### src/rtl/uart_tx_baud_pkg.sv
// Shared definitions for the baud-clocked UART transmitter: state encoding,
// default frame width and the parity helper.
package uart_tx_baud_pkg;

   typedef enum logic [2:0] {
      ST_IDLE   = 3'd0,
      ST_START  = 3'd1,
      ST_DATA   = 3'd2,
      ST_PARITY = 3'd3,
      ST_STOP   = 3'd4
   } state_e;

   localparam int UART_DATA_BITS_DEFAULT = 8;

   // Data narrower than 8 bits is zero-extended by the caller; zeros do not
   // change the XOR, so one helper serves every frame width.
   function automatic logic parity_of(input logic [7:0] data, input logic odd);
      return (^data) ^ odd;
   endfunction

endpackage

### src/rtl/sync_2ff.sv
// Two-flop level synchronizer for bus-side control signals entering a
// peripheral clock domain; resets to 0.
module sync_2ff #(
   parameter int WIDTH = 1
) (
   input  logic             clk_i,
   input  logic             rst_ni,
   input  logic [WIDTH-1:0] d_i,
   output logic [WIDTH-1:0] q_o
);

   logic [WIDTH-1:0] meta_q;
   logic [WIDTH-1:0] sync_q;

   always_ff @(posedge clk_i or negedge rst_ni) begin
      if (!rst_ni) begin
         meta_q <= '0;
         sync_q <= '0;
      end else begin
         meta_q <= d_i;
         sync_q <= meta_q;
      end
   end

   assign q_o = sync_q;

endmodule

### src/rtl/uart_tx_baud.sv
// UART transmitter clocked at the bit rate: one byte per 4-phase req/ack
// handshake, sent as start, data LSB first, optional parity, stop bit(s).
module uart_tx_baud
   import uart_tx_baud_pkg::*;
#(
   parameter int DATA_BITS  = UART_DATA_BITS_DEFAULT,
   parameter bit PARITY_EN  = 1'b0,
   parameter bit PARITY_ODD = 1'b0,
   parameter int STOP_BITS  = 1
) (
   input  logic                 clkin,
   input  logic                 reset,
   input  logic                 tx_req,
   input  logic [DATA_BITS-1:0] tx_data,
   output logic                 tx_ack,
   output logic                 tx_busy,
   output logic                 tx
);

   localparam logic [2:0] LAST_DATA = 3'(DATA_BITS - 1);
   localparam logic [2:0] LAST_STOP = 3'(STOP_BITS - 1);

   logic                 req_s;
   state_e               state_q;
   logic [DATA_BITS-1:0] shift_q;
   logic [DATA_BITS-1:0] shift_d;
   logic [2:0]           cnt_q;
   logic                 tx_q;
   logic                 ack_q;
   logic                 busy_q;
   logic                 par_q;
   logic                 par_d;
   logic                 capture_d;

   sync_2ff #(
      .WIDTH (1)
   ) u_req_sync (
      .clk_i  (clkin),
      .rst_ni (reset),
      .d_i    (tx_req),
      .q_o    (req_s)
   );

   // A new byte is taken only once the previous ack has been withdrawn, so a
   // held-high request yields a single frame.
   assign capture_d = req_s & ~ack_q;
   assign shift_d   = shift_q >> 1;
   assign par_d     = parity_of(8'(tx_data), PARITY_ODD);

   always_ff @(posedge clkin or negedge reset) begin
      if (!reset) begin
         state_q <= ST_IDLE;
         shift_q <= '0;
         cnt_q   <= 3'd0;
         tx_q    <= 1'b1;
         ack_q   <= 1'b0;
         busy_q  <= 1'b0;
         par_q   <= 1'b0;
      end else begin
         if (!req_s) begin
            ack_q <= 1'b0;
         end

         unique case (state_q)
            ST_IDLE: begin
               tx_q   <= 1'b1;
               busy_q <= 1'b0;
               if (capture_d) begin
                  shift_q <= tx_data;
                  par_q   <= par_d;
                  ack_q   <= 1'b1;
                  cnt_q   <= 3'd0;
                  tx_q    <= 1'b0;
                  busy_q  <= 1'b1;
                  state_q <= ST_START;
               end
            end

            ST_START: begin
               tx_q    <= shift_q[0];
               shift_q <= shift_d;
               cnt_q   <= 3'd0;
               state_q <= ST_DATA;
            end

            // cnt_q numbers the data bit currently on the line.
            ST_DATA: begin
               if (cnt_q == LAST_DATA) begin
                  cnt_q <= 3'd0;
                  if (PARITY_EN) begin
                     tx_q    <= par_q;
                     state_q <= ST_PARITY;
                  end else begin
                     tx_q    <= 1'b1;
                     state_q <= ST_STOP;
                  end
               end else begin
                  tx_q    <= shift_q[0];
                  shift_q <= shift_d;
                  cnt_q   <= cnt_q + 3'd1;
               end
            end

            ST_PARITY: begin
               tx_q    <= 1'b1;
               cnt_q   <= 3'd0;
               state_q <= ST_STOP;
            end

            // Leaving the last stop bit may start the next frame directly.
            ST_STOP: begin
               if (cnt_q == LAST_STOP) begin
                  cnt_q <= 3'd0;
                  if (capture_d) begin
                     shift_q <= tx_data;
                     par_q   <= par_d;
                     ack_q   <= 1'b1;
                     tx_q    <= 1'b0;
                     busy_q  <= 1'b1;
                     state_q <= ST_START;
                  end else begin
                     tx_q    <= 1'b1;
                     busy_q  <= 1'b0;
                     state_q <= ST_IDLE;
                  end
               end else begin
                  tx_q  <= 1'b1;
                  cnt_q <= cnt_q + 3'd1;
               end
            end

            default: begin
               tx_q    <= 1'b1;
               busy_q  <= 1'b0;
               cnt_q   <= 3'd0;
               state_q <= ST_IDLE;
            end
         endcase
      end
   end

   assign tx      = tx_q;
   assign tx_ack  = ack_q;
   assign tx_busy = busy_q;

endmodule

### config.mk
export PLATFORM = sky130hd
export DESIGN_NAME = uart_tx_baud
export DESIGN_NICKNAME = d
export VERILOG_FILES = /design/src/rtl/uart_tx_baud_pkg.sv /design/src/rtl/sync_2ff.sv /design/src/rtl/uart_tx_baud.sv
export SDC_FILE = /design/constraint.sdc
export NUM_CORES = 1
export LEC_CHECK = 0
export CORE_MARGIN = 2
export CORE_UTILIZATION = 50
export CTS_BUF_LIST = sky130_fd_sc_hd__clkbuf_4 sky130_fd_sc_hd__clkbuf_8
export CTS_CLUSTER_SIZE = 12
export DETAILED_ROUTE_END_ITERATION = 8
export GPL_TIMING_DRIVEN = 0
export PLACE_DENSITY = 0.75
export SLEW_MARGIN = 15
export SYNTH_ARGS = -nofsm -noshare
export SYNTH_HDL_FRONTEND = slang
export SYNTH_SLANG_ARGS = --single-unit
### constraint.sdc
create_clock -name clkin -period 2.1 [get_ports clkin]
set_input_delay 0.21 -clock clkin [delete_from_list [all_inputs] [get_ports clkin]]
set_output_delay 0.21 -clock clkin [all_outputs]
set_load 0.01 [all_outputs]
-- Word-level counts from Yosys, hierarchy flattened
Index checks and enable logic that the tools add are counted.
- flip-flop bits (word level): 19
- input bits: 11
- logic and storage cells: 52
- $add $sub $neg: 1
- eq/ne operators: 9
- muxes and demuxes: 24
- bitwise operators: 3
- reductions and logical operators: 7
- operators by type and width (operator ; count):
    8-bit one-hot mux with 4 select lines ; 1
    8-bit 2-to-1 mux ; 3
    3-bit 2-to-1 mux ; 6
    3-bit one-hot mux with 5 select lines ; 1
    1-bit 2-to-1 mux ; 9
    3-bit one-hot mux with 3 select lines ; 1
    2-bit != test (second input constant) ; 4
    3-bit by 2-bit == test with 1-bit output (second input constant) ; 2
    3-bit == test (second input constant) ; 2
    3-bit logical NOT ; 2
    3-bit AND reduction ; 2
    1-bit one-hot mux with 4 select lines ; 1
    4-bit nonzero test ; 1
    3-bit by 1-bit adder with 3-bit output (second input constant) ; 1
    3-bit by 1-bit == test with 1-bit output (second input constant) ; 1
    1-bit one-hot mux with 3 select lines ; 1
    3-bit OR reduction ; 1
    1-bit NOT ; 2
    1-bit one-hot mux with 2 select lines ; 1
    2-bit AND reduction ; 1
    1-bit bitwise AND ; 1

-- Depth between registers and ports, before layout
- word-level depth: 5
- depth in mapped cells: 6
- depth with buffers taken out: 6

-- By module
From an unflattened synthesis, not the netlist that was laid out.
- cells, all modules: 86
- area, all modules: 948.4 µm²
- by module, submodules not included (module ; instances ; cells each ; area each (µm²) ; seq. area each (µm²)):
    uart_tx_baud ; 1 ; 84 ; 898.4 ; 426.7
    sync_2ff ; 1 ; 2 ; 50.0 ; 50.0

-- Worst setup path before layout
No wires, ideal clock.
- path kind: reg-to-reg
- start: reg cnt_q[0]
- end: reg shift_q[0]
- setup time: 0.079 ns
- data arrival time: 1.578 ns
- data required time: 2.021 ns
- slack: 0.442 ns
- cell stages (with the launch flop): 7
- buffers on the path: 0
- clock period less this slack: 1.658 ns
- path through: dfrtp_1 ha_1 ha_1 o21a_1 o22ai_4 a21boi_4 a2bb2oi_1
- cells in the longest elaborated chain, start to end: 3
- RTL lines (element ; line ; source):
    start, declared ; uart_tx_baud.sv:27 ; logic [2:0] cnt_q;
    start signal, assigned ; uart_tx_baud.sv:100 ; cnt_q <= cnt_q + 3'd1;
    start signal, assigned ; uart_tx_baud.sv:128 ; cnt_q <= cnt_q + 3'd1;
    3-bit == test / 3-bit logical NOT (equally long branches) ; uart_tx_baud.sv:88, uart_tx_baud.sv:112 ;
    2-bit != test (no line) ; -- ;
    3-bit AND reduction (no line) (*) ; -- ;
    end signal, assigned ; uart_tx_baud.sv:81 ; shift_q <= shift_d;
    end signal, assigned ; uart_tx_baud.sv:99 ; shift_q <= shift_d;
    end signal, assigned ; uart_tx_baud.sv:115 ; shift_q <= tx_data;
    end, declared ; uart_tx_baud.sv:25 ; logic [DATA_BITS-1:0] shift_q;
Mark *: on every way between the ends. The rest lies on a longest branch, timed or not.
A chain may end at the register's enable or synchronous reset.

-- Worst setup path in the final report
- start: reg cnt_q[1]
- end: reg shift_q[3]
The elaborated chain is that of the path after synthesis.

==> summary.md <==
| Metric | Value |
|---|---|
| Antenna Cells | `0` |
| M2 GR Usage | `27.67%` |
| Setup tns final | `0 ps` |
| WL/cell | `13.28 um` |
| Register area | `476.7 um^2` |
| DRT antenna net count | `0` |
| Synth top area cells | `dfrtp_1, a2bb2oi_1, o22ai_1` |
| Pre-CTS WS | `186.6 ps` |
| Clock-pin slew on the worst setup and hold paths | `100 ps` |
| Final period utilization | `91.38%` |
| Synth Flop Type | `dfrtp_1` |
| GP Congestion | `0.8168` |
| Worst min path class | `primary input to flip-flop` |
| Syn nets | `95` |
| CTS max path bufs | `2` |
| Design Power | `1.729 mW` |
| Flops & latches, synth | `19` |
| CTS Sinks | `19` |
| Top Ports | `14` |
| Design Area, Final | `0.001107 mm^2` |
| Final worst slack | `181.0 ps` |
| Area added between synthesis and finish | `20.57%` |
| Cell Pwr Density | `1561 mW/mm^2` |
| Nets | `113` |
| Leak Pwr | `0.4802 nW` |
| DR DRC count | `0` |
| Initial antenna violation count | `0` |
| Initial DRC count | `16` |
| Fmax | `0.5211 GHz` |
| CTS Root Cell | `clkbuf_4` |
| Mapped Area | `918.4 um^2` |
| Outcome | `finished clean` |
| H-tree Lvls | `1` |
| CTS tree | `built` |
| Setup-failing EPs final | `0` |
| Fillers | `148` |
| GR peak layer | `met2` |
| Max Transition Viols Final | `0` |
| Multi-input gate area | `387.9 um^2` |
| Vias per Instance | `5.431` |
| Pin count of the biggest net entering global routing | `20` |
| Final std cells w/o fill | `123` |
| Hold Buf Count CTS | `0` |
| Met3 global-route usage | `2.308%` |
| Total number of vias | `668` |
| Syn_area_per_cell | `11.34 um^2` |
| Post-CTS Setup Bufs | `0` |
| Pre-antenna DRT Iters | `5` |
| Layout cell share with drive strength beyond 1 | `12.24%` |
| Worst skew pair latency | `290 ps` |
| Synth warn | `0` |
| Port bufs | `13` |
| Worst Tran Pin Value | `826.0 ps` |
| CP endpoint kind | `flip-flop` |
| RSZ-0062 raised after global routing | `false` |
| End-of-flow core utilization | `64.13%` |
| Async SR Flop Fraction | `100.0%` |
| Cell Rows | `15` |
| Detailed Route WL | `1633 um` |
| Final HPWL DP | `1235 um` |
| Width of the chip | `46.86 um` |
| Top-area cell type share of the netlist area | `49.05%` |
| Area post-placement | `0.001080 mm^2` |
| Max Cap Violations | `0` |
| Startpoint types | `flip-flop` |
| Endpoints failing hold | `0` |
| Grt total ovfl | `0` |
| Count leader, synth | `dfrtp_1` |
| First-pass GRT wire length | `2815 um` |
| DP Cell Count | `119` |
| Tot GR Track Use | `18.23%` |
| Post-synth top cells | `dfrtp_1, o22ai_1, a2bb2oi_1, inv_1, nor2_1` |
| Area of the core | `0.001727 mm^2` |
| Post-synth EDFFs | `0` |
| Post-synthesis sequential area ratio | `51.91%` |
| VDD IR max | `0.0007650 V` |
| PostCTS Resize Cnt | `0` |
| Full die area | `0.002195 mm^2` |
| Critical Path Fanout Max | `10` |
| Crit path DAT | `2130 ps` |
| Yosys top cell by area | `dfrtp_1` |
| Met1 global-route usage | `26.76%` |
| Critical path class | `flip-flop to flip-flop` |
| Count of cell types in the netlist | `35` |
| Vias in the first global route | `644` |
| Clk_skew | `3.087 ps` |
| Final hold slack | `358.9 ps` |
| Required time of the critical path | `2310 ps` |
| Worst relative slew slack | `44.76%` |
| Starting density of the core | `53.19%` |
| Final worst path period need | `1919 ps` |
| Cells after synthesis | `81` |
| Die Ht | `46.86 um` |
| CTS Buf Count | `3` |
[registers in the layout, indices dropped and copies added (netlist names)]
register	cells
tx_ack	1
tx_busy	1
state_q	3
cnt_q	3
shift_q	8
tx	1
u_req_sync.q_o	1
u_req_sync.meta_q	1
[worst max-delay path, cell delays in order (launching register included)]
cell and delay, ps:
dfrtp_1 410, ha_1 190, ha_1 210, o21a_1 210
o22ai_4 280, a21boi_4 360, a2bb2oi_1 190
[report_power, final]
| part | switching, mW | total (mW) | internal [mW] |
|---|---|---|---|
| logic | 0.464 | 0.929 | 0.464 |
| clock network | 0.106 | 0.177 | 0.0707 |
| registers | 0.0965 | 0.624 | 0.527 |
[worst paths after layout]
| check | to | startpoint | cells after the start | slack, ps |
|---|---|---|---|---|
| worst min register to register | u_req_sync.q_o$_DFF_PN0_ | u_req_sync.meta_q$_DFF_PN0_ | 0 | 370 |
| max in group asynchronous | shift_q[0]$_DFFE_PN0P_ | reset | 1 | 1210 |
| worst max register to register | shift_q[3]$_DFFE_PN0P_ | cnt_q[1]$_DFFE_PN0P_ | 6 | 180 |
| worst min-delay path | u_req_sync.meta_q$_DFF_PN0_ | tx_req | 1 | 360 |
| min in group asynchronous | shift_q[2]$_DFFE_PN0P_ | reset | 1 | 390 |
| worst max-delay path | shift_q[3]$_DFFE_PN0P_ | cnt_q[1]$_DFFE_PN0P_ | 6 | 180 |
[metal layers]
layer	vias up	part of all wire, %
met4	0	0.61
met5	-	0
met2	5	45
li1	338	-
met1	323	52
met3	2	2.3
[cells by family after synthesis]
group / share of synthesized area, %
compound gates: 25.21
flops: 51.91
simple gates: 9.674
buf+inv: 5.857
fa+ha+maj: 4.088
mux: 2.316
xor+xnor: 0.9539
[layout by cell type, fill, tap and decap left out, drive strengths merged]
| cell type | count |
|---|---|
| mux2i | 1 |
| ha | 3 |
| inv | 6 |
| o32ai | 1 |
| nand4 | 1 |
| clkinv | 1 |
| a2bb2oi | 6 |
| nand2 | 1 |
| and3 | 1 |
| nor3 | 1 |
| mux2 | 1 |
| buf | 3 |
| a21oi | 3 |
| a32o | 1 |
| o221ai | 1 |
| a22o | 1 |
| clkdlybuf4s50 | 13 |
| a21boi | 1 |
| nand2b | 2 |
| or2 | 2 |
| or3 | 1 |
| o21ai | 3 |
| nor2 | 5 |
| clkbuf | 4 |
| o2bb2a | 1 |
| dfstp | 1 |
| nand3 | 1 |
| dfrtp | 18 |
| o22ai | 9 |
| nor2b | 2 |
| xnor2 | 1 |
| o21a | 1 |
| a31oi | 1 |
[area by class of cell]
type                    instances  area share (%)
plain buffers                   4           2.825
clock buffers                   3           2.034
clock inverters                 1          0.4520
inverters                       6           2.034
multi-input cells              52           35.03
flip-flops and latches         19           43.05
well taps                      25           2.825
repair buffers                 13           11.75
No activity file was read; power rests on OpenSTA's default activity.
